### src/rtl/scan_sequencer_if.sv
// Bus bundle between the display formatter and the digit scanner.
// The formatter side (master) drives enable, mask and segment words;
// the scanner side (slave) drives the digit selects, segment bus,
// current index and frame pulse.
interface scan_sequencer_if #(
  parameter int N_DIGITS = 4,
  parameter int SEG_W    = 7,
  parameter int IDX_W    = (N_DIGITS > 1) ? $clog2(N_DIGITS) : 1
);
  logic                      en;
  logic [N_DIGITS-1:0]       digit_mask;
  logic [N_DIGITS*SEG_W-1:0] seg_in;
  logic [N_DIGITS-1:0]       sel;
  logic [SEG_W-1:0]          seg_out;
  logic [IDX_W-1:0]          idx;
  logic                      frame_tick;

  modport master (
    output en, digit_mask, seg_in,
    input  sel, seg_out, idx, frame_tick
  );

  modport slave (
    input  en, digit_mask, seg_in,
    output sel, seg_out, idx, frame_tick
  );
endinterface

### src/rtl/scan_sequencer.sv
// Time-multiplexed display scanner. Walks the enabled digits in ascending
// order, showing each for DWELL cycles with a BLANK-cycle dark gap before
// every digit to stop ghosting between neighbours. A one-cycle frame pulse
// marks each wrap back to the lowest enabled digit. All outputs are
// registered and change together on the same edge.
module scan_sequencer #(
  parameter int N_DIGITS       = 4,
  parameter int SEG_W          = 7,
  parameter int DWELL          = 50000,
  parameter int BLANK          = 16,
  parameter bit SEL_ACTIVE_LOW = 1'b0,
  parameter bit SEG_ACTIVE_LOW = 1'b0
) (
  input logic            clk,
  input logic            rst,
  scan_sequencer_if.slave bus
);

  localparam int IDX_W   = (N_DIGITS > 1) ? $clog2(N_DIGITS) : 1;
  localparam int CNT_MAX = (DWELL > BLANK) ? DWELL : BLANK;
  localparam int CNT_W   = $clog2(CNT_MAX + 1);

  localparam logic [CNT_W-1:0] DWELL_LAST = CNT_W'(DWELL - 1);
  localparam logic [CNT_W-1:0] BLANK_LAST = CNT_W'((BLANK > 0) ? (BLANK - 1) : 0);
  localparam bit               HAS_BLANK  = (BLANK > 0);

  localparam logic [N_DIGITS-1:0] SEL_OFF = {N_DIGITS{SEL_ACTIVE_LOW}};
  localparam logic [SEG_W-1:0]    SEG_OFF = {SEG_W{SEG_ACTIVE_LOW}};

  typedef enum logic [1:0] {
    ST_IDLE  = 2'd0,
    ST_BLANK = 2'd1,
    ST_SHOW  = 2'd2
  } state_t;

  // A new digit is always entered through the dark gap, unless it has zero length.
  localparam state_t ENTRY_STATE = HAS_BLANK ? ST_BLANK : ST_SHOW;

  state_t             state_q, state_d;
  logic [IDX_W-1:0]   idx_q, idx_d;
  logic [CNT_W-1:0]   cnt_q, cnt_d;
  logic               tick_d;

  logic [IDX_W-1:0]   first_any;
  logic               any_set;
  logic [IDX_W-1:0]   first_above;
  logic               above_set;

  logic [N_DIGITS-1:0] sel_d;
  logic [SEG_W-1:0]    seg_word;
  logic [SEG_W-1:0]    seg_d;

  // Find the lowest enabled digit overall and the lowest enabled digit above the current one.
  always_comb begin
    first_any   = '0;
    any_set     = 1'b0;
    first_above = '0;
    above_set   = 1'b0;
    for (int i = N_DIGITS - 1; i >= 0; i--) begin
      if (bus.digit_mask[i]) begin
        first_any = IDX_W'(i);
        any_set   = 1'b1;
        if (i > int'(idx_q)) begin
          first_above = IDX_W'(i);
          above_set   = 1'b1;
        end
      end
    end
  end

  // Sequencing decisions: dwell/blank timing, digit advance with wrap detection, enable handling.
  always_comb begin
    state_d = state_q;
    idx_d   = idx_q;
    cnt_d   = cnt_q;
    tick_d  = 1'b0;
    if (!bus.en) begin
      state_d = ST_IDLE;
      idx_d   = '0;
      cnt_d   = '0;
    end else begin
      case (state_q)
        ST_IDLE: begin
          if (any_set) begin
            state_d = ENTRY_STATE;
            idx_d   = first_any;
            cnt_d   = '0;
          end
        end
        ST_BLANK: begin
          if (cnt_q == BLANK_LAST) begin
            state_d = ST_SHOW;
            cnt_d   = '0;
          end else begin
            cnt_d = cnt_q + CNT_W'(1);
          end
        end
        ST_SHOW: begin
          if (cnt_q == DWELL_LAST) begin
            cnt_d = '0;
            if (!any_set) begin
              state_d = ST_IDLE;
              idx_d   = '0;
            end else if (above_set) begin
              state_d = ENTRY_STATE;
              idx_d   = first_above;
            end else begin
              state_d = ENTRY_STATE;
              idx_d   = first_any;
              tick_d  = 1'b1;
            end
          end else begin
            cnt_d = cnt_q + CNT_W'(1);
          end
        end
        default: begin
          state_d = ST_IDLE;
          idx_d   = '0;
          cnt_d   = '0;
        end
      endcase
    end
  end

  // Build the next select and segment words from the upcoming state so pins track the state with no lag.
  always_comb begin
    seg_word = '0;
    sel_d    = SEL_OFF;
    for (int i = 0; i < N_DIGITS; i++) begin
      if (idx_d == IDX_W'(i)) begin
        seg_word = bus.seg_in[i*SEG_W +: SEG_W];
        if (state_d == ST_SHOW) begin
          sel_d[i] = ~SEL_ACTIVE_LOW;
        end
      end
    end
    seg_d = (state_d == ST_SHOW) ? (seg_word ^ SEG_OFF) : SEG_OFF;
  end

  // State, counter, index and all output pins, with synchronous reset to the dark idle condition.
  always_ff @(posedge clk) begin
    if (rst) begin
      state_q        <= ST_IDLE;
      idx_q          <= '0;
      cnt_q          <= '0;
      bus.sel        <= SEL_OFF;
      bus.seg_out    <= SEG_OFF;
      bus.idx        <= '0;
      bus.frame_tick <= 1'b0;
    end else begin
      state_q        <= state_d;
      idx_q          <= idx_d;
      cnt_q          <= cnt_d;
      bus.sel        <= sel_d;
      bus.seg_out    <= seg_d;
      bus.idx        <= idx_d;
      bus.frame_tick <= tick_d;
    end
  end

endmodule
### src/flat_wrapper.sv
// flat-port wrapper written by rule: the top's interface ports become plain ports
module scan_sequencer_flat 
#(
  parameter int N_DIGITS       = 4,
  parameter int SEG_W          = 7,
  parameter int DWELL          = 50000,
  parameter int BLANK          = 16,
  parameter bit SEL_ACTIVE_LOW = 1'b0,
  parameter bit SEG_ACTIVE_LOW = 1'b0
)
  (clk, rst, bus_en, bus_digit_mask, bus_seg_in, bus_sel, bus_seg_out, bus_idx, bus_frame_tick);
  scan_sequencer_if #(.N_DIGITS(N_DIGITS), .SEG_W(SEG_W)) bus_i ();
  input logic clk;
  input logic rst;
  input wire logic [$bits(bus_i.en)-1:0] bus_en;
  input wire logic [$bits(bus_i.digit_mask)-1:0] bus_digit_mask;
  input wire logic [$bits(bus_i.seg_in)-1:0] bus_seg_in;
  output wire logic [$bits(bus_i.sel)-1:0] bus_sel;
  output wire logic [$bits(bus_i.seg_out)-1:0] bus_seg_out;
  output wire logic [$bits(bus_i.idx)-1:0] bus_idx;
  output wire logic [$bits(bus_i.frame_tick)-1:0] bus_frame_tick;
  assign bus_i.en = bus_en;
  assign bus_i.digit_mask = bus_digit_mask;
  assign bus_i.seg_in = bus_seg_in;
  assign bus_sel = bus_i.sel;
  assign bus_seg_out = bus_i.seg_out;
  assign bus_idx = bus_i.idx;
  assign bus_frame_tick = bus_i.frame_tick;
  scan_sequencer #(.N_DIGITS(N_DIGITS), .SEG_W(SEG_W), .DWELL(DWELL), .BLANK(BLANK), .SEL_ACTIVE_LOW(SEL_ACTIVE_LOW), .SEG_ACTIVE_LOW(SEG_ACTIVE_LOW)) u_core (.clk(clk), .rst(rst), .bus(bus_i));
endmodule
### config.mk
export PLATFORM = sky130hd
export DESIGN_NAME = scan_sequencer_flat
export DESIGN_NICKNAME = d
export VERILOG_FILES = /design/src/rtl/scan_sequencer_if.sv /design/src/rtl/scan_sequencer.sv /design/src/flat_wrapper.sv
export SDC_FILE = /design/constraint.sdc
export NUM_CORES = 1
export LEC_CHECK = 0
export BUFFER_PORTS_ARGS = -buffer_cell sky130_fd_sc_hd__buf_4
export CORE_MARGIN = 2
export CORE_UTILIZATION = 52
export DETAILED_ROUTE_END_ITERATION = 12
export MAX_ROUTING_LAYER = met4
export PLACE_DENSITY = 0.88
export SYNTH_ARGS = -nofsm -noshare
export SYNTH_HDL_FRONTEND = slang
export SYNTH_SLANG_ARGS = --single-unit
### constraint.sdc
create_clock -name clk -period 3.3 [get_ports clk]
set_input_delay 0.165 -clock clk [delete_from_list [all_inputs] [get_ports clk]]
set_output_delay 0.165 -clock clk [all_outputs]
set_load 0.01 [all_outputs]
==> results of run 1 <==
==> final cells by class <==
class | count | area share
Tap cell | 46 | 0.0247
Timing Repair Buffer | 52 | 0.169
Inverter | 12 | 0.0193
Clock buffer | 8 | 0.0252
Multi-Input combinational cell | 163 | 0.487
Sequential cell | 32 | 0.275
==> what timing repair did <==
| action | CTS | global route |
|---|---|---|
| buffers inserted | 0 | 0 |
| endpoints found under the hold margin | 0 | 2 |
| hold buffers | 0 | 1 |
==> report_power, final <==
group	switching [uW]	total (uW)	leakage, uW	internal (uW)
clock	134	239	0.0000326	105
combinational	51.6	103	0.000565	51.3
sequential	2.37	390	0.000258	388
total	188	732	0.000856	544
==> layer usage <==
metal  track usage  wire length [um]  vias up
met5             -                 0        -
met4        0.0951                82        0
met3        0.0739               240       10
met2         0.346              2120       50
met1         0.285              1980      828
li1              -                 -      892
==> kinds of logic (layout without fill, tap and decap cells) <==
| group | after synthesis | after routing | synth area share |
|---|---|---|---|
| AOI/OAI and AO/OA | 41 | 41 | 0.201 |
| xor gates and xnor gates | 14 | 14 | 0.0660 |
| adders and majority gates | 5 | 5 | 0.0336 |
| buffers and inverters | 18 | 72 | 0.0444 |
| DFF | 32 | 32 | 0.345 |
| muxes | 1 | 1 | 0.00538 |
| and+or+nand+nor | 102 | 102 | 0.306 |
==> cells in the final DEF (no fill, tap or decap), drive strengths merged, types with 7 or more instances in the layout <==
| master | instances |
|---|---|
| nor2 | 24 |
| nor3 | 11 |
| dfxtp | 32 |
| xnor2 | 9 |
| o21ai | 7 |
| inv | 12 |
| nor3b | 7 |
| nand3 | 10 |
| clkbuf | 8 |
| nand2 | 15 |
| nor2b | 7 |
| buf | 51 |
==> flip-flops by register name (all words and copies together) (netlist names) <==
name	count
u_core.cnt_q	16
u_core.bus.sel	4
u_core.bus.idx	2
u_core.bus.seg_out	7
u_core.state_q	2
u_core.bus.frame_tick	1
==> worst register-to-register path: stages (launching register included) <==
cell       delay [ps]
dfxtp_1           400
or4b_4            530
or4_1             560
o41a_1            500
nand2_2           270
o21ai_2           140
a2111oi_2         360
==> stage by stage <==
stage / instances / total power (uW)
detailed placement: 304 / 499
floorplan: 213 / 453
global route: 313 / 762
finish: 313 / 732
global placement: 304 / 498
CTS: 312 / 731
==> final timing paths <==
| path | depth (start not counted) | slack, ps | startpoint | end |
|---|---|---|---|---|
| setup reg to reg | 6 | 440 | u_core.cnt_q[2] | u_core.bus.seg_out[4] |
| hold / removal | 3 | 80 | bus_seg_in[5] | u_core.bus.seg_out[5] |
| hold reg to reg | 2 | 480 | u_core.cnt_q[1] | u_core.cnt_q[1] |
| setup / recovery | 6 | 440 | u_core.cnt_q[2] | u_core.bus.seg_out[4] |
==> results.toml, run 1 <==
[synth]
ys.flop_type = "dfxtp_1"
ys_seq_area_frac = 0.345
synth_common_cells = "32 x dfxtp_1, 24 x nor2_1, 14 x nand2_1, 12 x inv_1, 11 x nor3_1"
synth_cell_types = 54
syn_nets = 253
synthTopCellsByArea = "dfxtp_1 34%, nor2_1 4.8%, xnor2_1 4.2%"
syn-cell-area_mm2 = 0.00186
async_flop_share = 0
synth_most_common_cell = "dfxtp_1"
synth_seq_cells = 32
synth_area_leader_cell = "dfxtp_1"
synth_top_area_share = 0.345
synth_cells = 213
yosys_warnings = 0
synth.avg_cell_area_um2 = 8.73
synth_edf_count = 0

[layout]
areaGrowthSynthToFinish_pct = 25.4
final_area_mm2 = 0.00233
post-route-util = 0.688
seq_area_um2 = 641
num_antenna_cells = 0
nets = 306
multi_input_area_mm2 = 0.00114
drive_gt1_frac = 0.270
fillCellCount = 258

[clock_tree]
ctsResizeCount = 0
clock_latency_ps = 350
cts_sinks = 32
cts_root_buffer = "clkbuf_4"
cts_tree = "built"
cts_buffers = 5
htreeDepth = 2
clkTransAtPathRegs_ps = 90
cts_buffer_depth = 2

[sta]
fmax_ghz = 0.350
period_share = 0.865
finalSetupViolations = 0
max_slew_margin = 0.512
period_minus_slack_ps = 2860
hold_ws_ps = 82.0
worst_slew_pin_slew_ps = 727
tns_ps = 0
clock_skew_ps = 5.09
slew_violations = 0
hold_viol = 0
fin_ws_ps = 445
rsz0062_at_grt = "false"

[global_route]
grt_use_total = 0.230
grt_pass1_wl_um = 7010
overflow = 0
antenna_found_initial = 0
grt_max_degree = 16
grt_pass1_vias = 1633

[pwr]
irDropWorstVdd_mv = 0.271
power_density_mw_per_mm2 = 314
p_leak_uw = 0.000856

[die]
core-area_mm2 = 0.00339
start_util = 0.549
boundaryPins = 49
die_w_um = 63.8
dieArea_mm2 = 0.00407
die_h_um = 63.8
rows = 21

[setup_path]
criticalPathCategory = "flop to flop"
path_cells = "or4b_4 -> or4_1 -> o41a_1 -> nand2_2 -> o21ai_2 -> a2111oi_2"
cp_top_family = "simple AND/OR/NAND/NOR gates"
critPathLaunchType = "flop"
cpMaxStageDelayCell = "or4_1"
crit_fanout = 15
end_kind = "flop"
critPathBufInv = 0
critical_path_required_ps = 3550
worstPathArrival_ps = 3100
cpPeakStageDelay_ps = 560

[placement]
portBuffers = 48
dp_hpwl_um = 3320
gp_congestion = 0.925
place_ws_ps = 473
placed_area_mm2 = 0.00226

[drt]
routed_wl_um = 4420
wl_per_cell_um = 14.1
drc = 0
drt_iter0_drc = 185
viasPerCell = 5.69
firstDrtPassIters = 4
drtAntennaViolNets = 0
vias = 1780

[run_status]
outcome = "complete, no violations"

[job]
maxCapViolations = 0

[min_path]
hold_class = "primary input to flop"
Note: power is estimated with default switching activity, not from simulation.
==> inputs of run 2 (changes only) <==
CELL_PAD_IN_SITES_DETAIL_PLACEMENT = 1   (was default)
CELL_PAD_IN_SITES_GLOBAL_PLACEMENT = 1   (was default)
CORE_UTILIZATION = 39   (was 52)
PLACE_DENSITY = 0.89   (was 0.88)
==> run 2 against run 1 <==
Die area up 31%. Critical path depth is 1 higher. Sequential share of layout area shrank 0.31 points. Largest cell class unchanged. Register-to-register slack got worse by 210 ps. Critical path type unchanged. Final area grew 1.1%. Non-clock buffer count unchanged. Clock skew is 1.6 ps lower.
==> results.toml, run 2 (synthesis results as in run 1) <==
[run_status]
outcome = "complete, no violations"

[drt]
vias = 1818
drtAntennaViolNets = 0
firstDrtPassIters = 4
viasPerCell = 5.68
wl_per_cell_um = 16.5
drt_iter0_drc = 82
routed_wl_um = 5270
drc = 0

[clock_tree]
clock_latency_ps = 280
cts_buffer_depth = 2
postCtsSetupRepairBufs = 0
ctsHoldBuffers = 0
cts_tree = "built"
clkTransAtPathRegs_ps = 70
cts_root_buffer = "clkbuf_8"
cts_sinks = 32
cts_buffers = 5
htreeDepth = 2
ctsResizeCount = 0

[layout]
post-route-util = 0.506
final_common_cell = "buf_4"
num_antenna_cells = 0
nets = 306
largest_register_ff_count = 16
final_area_mm2 = 0.00236
areaGrowthSynthToFinish_pct = 26.8
top_regs = "u_core.cnt_q x16, u_core.bus.seg_out x7, u_core.bus.sel x4"
drive_gt1_frac = 0.274
regMostFlops = "u_core.cnt_q"
most-common-layout-cells = "52 x buf_4, 32 x dfxtp_1, 24 x nor2_1"

[setup_path]
end_kind = "flop"
rr_worst_depth = 7
path_cells = "ha_1 -> or4bb_1 -> nor4_1 -> o211ai_1 -> a21oi_1 -> nand2_1 -> a2111oi_2"
cpMaxStageDelayCell = "or4bb_1"
worstPathArrival_ps = 3230
r2r_slack_ps = 230
r2r-start = "u_core.cnt_q[0]"
cp-startpoint = "u_core.cnt_q[0]"
crit_fanout = 7
r2r_end = "u_core.bus.seg_out[5]"
criticalPathCategory = "flop to flop"
critPathLaunchType = "flop"
critical_path_required_ps = 3460
crit_path_end = "u_core.bus.seg_out[5]"
cpPeakStageDelay_ps = 510

[global_route]
grt_max_degree = 16
grt_use_met2 = 0.355
grt_use_total = 0.212
grt_pass1_wl_um = 8530
overflow = 0
grt_pass1_vias = 1787
grt.met3_usage = 0.0359
grt_most_used_layer = "met2"
antenna_found_initial = 0
use_met1 = 0.262

[min_path]
hold_class = "primary input to flop"

[pwr]
p_leak_uw = 0.000863
total_power_uw = 778
irDropWorstVdd_mv = 0.263
power_density_mw_per_mm2 = 330

[placement]
portBuffers = 48
placed_area_mm2 = 0.00228
gp_congestion = 0.803
dp_hpwl_um = 4070

[die]
start_util = 0.399
core-area_mm2 = 0.00466
rows = 25
boundaryPins = 49
die_h_um = 73.0
die_w_um = 73.0
dieArea_mm2 = 0.00534

[sta]
fmax_ghz = 0.326
clock_skew_ps = 3.54
max_slew_margin = 0.555
hold_viol = 0
period_share = 0.929
slew_violations = 0
period_minus_slack_ps = 3070
tns_ps = 0
rsz0062_at_grt = "false"
finalSetupViolations = 0
worst_slew_pin_slew_ps = 662

[job]
maxCapViolations = 0
## run 2: cell types whose count changed in the layout (fill, tap and decap cells not counted), sizes merged
cell | previous run | this run
buf | 51 | 52
clkbuf | 8 | 6
dlygate4sd3 | 1 | 0
clkinv | 0 | 1
## run 2: cell type report
cell class,instances,area [um^2]
clock buffers,6,72.6
clock inverters,1,5.00
fillers,555,2300
inverters,12,45.0
multi-input cells,163,1140
flip-flops and latches,32,641
well taps,54,67.6
repair buffers,52,390
## run 2: worst min path at each step
stage | startpoint | end | slack (ps) | cells past startpoint
after detailed placement | rst | u_core.bus.idx[0] | 370 | 2
after global placement | rst | u_core.bus.idx[0] | 360 | 2
after global routing | rst | u_core.bus.idx[0] | 80 | 2
final | rst | u_core.bus.idx[0] | 90 | 2
after floorplan | rst | u_core.bus.idx[0] | 240 | 1
after CTS | rst | u_core.bus.idx[0] | 80 | 2
## run 2: layer usage
metal  vias up  part of all wire
met5         -                 0
met4         0             0.014
met3         8             0.039
met2        41              0.52
met1       886              0.43
li1        883                 -
## run 2: stage by stage
| step | hold WS (ps) | setup WS [ps] | std cells |
|---|---|---|---|
| 4_1_cts | 79.7 | 210 | 320 |
| 3_3_place_gp | 361 | 490 | 313 |
| 6_report | 86.3 | 234 | 320 |
| 2_1_floorplan | 237 | 673 | 213 |
| 3_5_place_dp | 371 | 359 | 313 |
| 5_1_grt | 83.6 | 1.74 | 320 |
## run 2: report_power, final
| part | total (uW) | switching [uW] | leakage (uW) | internal, uW |
|---|---|---|---|---|
| Sequential | 390 | 2.43 | 0.000258 | 388 |
| Clock | 283 | 140 | 0.0000410 | 143 |
| Combinational | 104 | 54.3 | 0.000564 | 49.7 |
## run 2: worst max-delay path, delay by kind of cell (launching register included)
kind / cells / cell delay [ps]
AO/OA/AOI/OAI: 3 / 970
adder cells (fa/ha/maj): 1 / 270
flip-flops: 1 / 380
AND/OR/NAND/NOR: 3 / 1320
==> inputs of run 3 (changes only) <==
BUFFER_PORTS_ARGS = default   (was -buffer_cell sky130_fd_sc_hd__buf_4)
CELL_PAD_IN_SITES_DETAIL_PLACEMENT = 0   (was 1)
CORE_UTILIZATION = 46   (was 39)
DONT_BUFFER_PORTS = 1   (was default)
PLACE_DENSITY = 0.87   (was 0.89)
SKIP_CTS_REPAIR_TIMING = 1   (was default)
==> run 3 against run 2 <==
Final cell count is 16% lower. Wire length shrank 21%. Clock-buffer cell count unchanged. Combinational power decreased by 37%. Flip-flop and latch count is the same. Sequential power is essentially flat.
==> results.toml, run 3 (synthesis results as in run 1) <==
[run_status]
outcome = "complete, no violations"

[layout]
drive_gt1_frac = 0.118
regMostFlops = "u_core.cnt_q"
largest_register_ff_count = 16
nets = 259
fillCellCount = 386
num_antenna_cells = 0
areaGrowthSynthToFinish_pct = 9.29
top_regs = "u_core.cnt_q x16, u_core.bus.seg_out x7, u_core.bus.sel x4"
multi_input_area_mm2 = 0.00114
seq_area_um2 = 641
most-common-layout-cells = "32 x dfxtp_1, 24 x nor2_1, 14 x nand2_1"
final_common_cell = "dfxtp_1"

[sta]
worst_slew_pin_slew_ps = 792
hold_ws_ps = 28.9
slew_violations = 0
period_share = 0.862
max_slew_margin = 0.469
fin_ws_ps = 455
rsz0062_at_grt = "false"
period_minus_slack_ps = 2850
tns_ps = 0
clock_skew_ps = 7.47
finalSetupViolations = 0
fmax_ghz = 0.351
hold_viol = 0

[drt]
viasPerCell = 5.80
drc = 0
firstDrtPassIters = 4
drt_iter0_drc = 67
wl_per_cell_um = 15.4
vias = 1565
drtAntennaViolNets = 0
routed_wl_um = 4160

[pwr]
irDropWorstVdd_mv = 0.216
p_leak_uw = 0.000643
total_power_uw = 820
power_density_mw_per_mm2 = 404

[global_route]
antenna_found_initial = 0
grt_max_degree = 16
overflow = 0
grt_pass1_vias = 1368
grt_use_total = 0.194
grt_pass1_wl_um = 6420

[die]
die_h_um = 67.6
dieArea_mm2 = 0.00457
core-area_mm2 = 0.00394
rows = 23
start_util = 0.472
die_w_um = 67.6
boundaryPins = 49

[setup_path]
criticalPathCategory = "flop to flop"
critPathLaunchType = "flop"
crit_fanout = 10
worstPathArrival_ps = 3040
critical_path_required_ps = 3500
end_kind = "flop"

[clock_tree]
clock_latency_ps = 280
cts_root_buffer = "clkbuf_8"
cts_buffer_depth = 2
htreeDepth = 2
cts_buffers = 5
cts_tree = "built"
clkTransAtPathRegs_ps = 70
cts_sinks = 32

[job]
maxCapViolations = 0

[placement]
dp_hpwl_um = 3200
place_ws_ps = 462
gp_congestion = 0.808
portBuffers = 0

[min_path]
hold_class = "primary input to flop"
[run 3: cell types whose count changed in the layout (fill, tap and decap cells not counted), sizes merged]
cell	previous run	this run
buf	52	4
bufinv	0	1
dlygate4sd3	0	1
[run 3: routing by layer]
layer,global-route usage,routed length (um)
met1,0.260,1960
met2,0.276,2000
met3,0.0533,172
met4,0.0740,28
met5,-,0
[run 3: final timing paths]
| kind | to | from | slack (ps) | cells past startpoint |
|---|---|---|---|---|
| max | u_core.bus.seg_out[2] | u_core.cnt_q[7] | 450 | 6 |
| min reg2reg | u_core.cnt_q[1] | u_core.cnt_q[1] | 480 | 2 |
| min | u_core.bus.seg_out[2] | bus_seg_in[2] | 30 | 2 |
| max reg2reg | u_core.bus.seg_out[2] | u_core.cnt_q[7] | 450 | 6 |
[run 3: worst max-delay path, stage by stage (launching register included)]
cell	delay, ps
dfxtp_1	340
or4b_4	580
o41ai_4	450
a31oi_2	220
o31ai_2	740
o311ai_1	220
a221oi_2	210
[run 3: layout make-up]
type / count / share of cell area
flip-flops and latches: 32 / 0.315
repair buffers: 5 / 0.0197
multi-input cells: 163 / 0.559
clock inverters: 2 / 0.0172
well taps: 50 / 0.0308
inverters: 12 / 0.0222
clock buffers: 6 / 0.0357
[run 3: power breakdown]
| part | total (uW) | leakage (uW) | switching, uW | internal (uW) |
|---|---|---|---|---|
| Sequential | 391 | 0.000258 | 3.14 | 388 |
| Combinational | 65.1 | 0.000330 | 39.5 | 25.6 |
| Clock | 364 | 0.0000552 | 140 | 224 |
[run 3: stage by stage]
| stage | std cells | instance area, um^2 | utilization |
|---|---|---|---|
| finish | 270 | 2030 | 0.515 |
| global route | 270 | 2030 | 0.515 |
| CTS | 269 | 2020 | 0.513 |
| detailed placement | 261 | 1910 | 0.486 |
| global placement | 261 | 1910 | 0.486 |
| floorplan | 213 | 1860 | - |
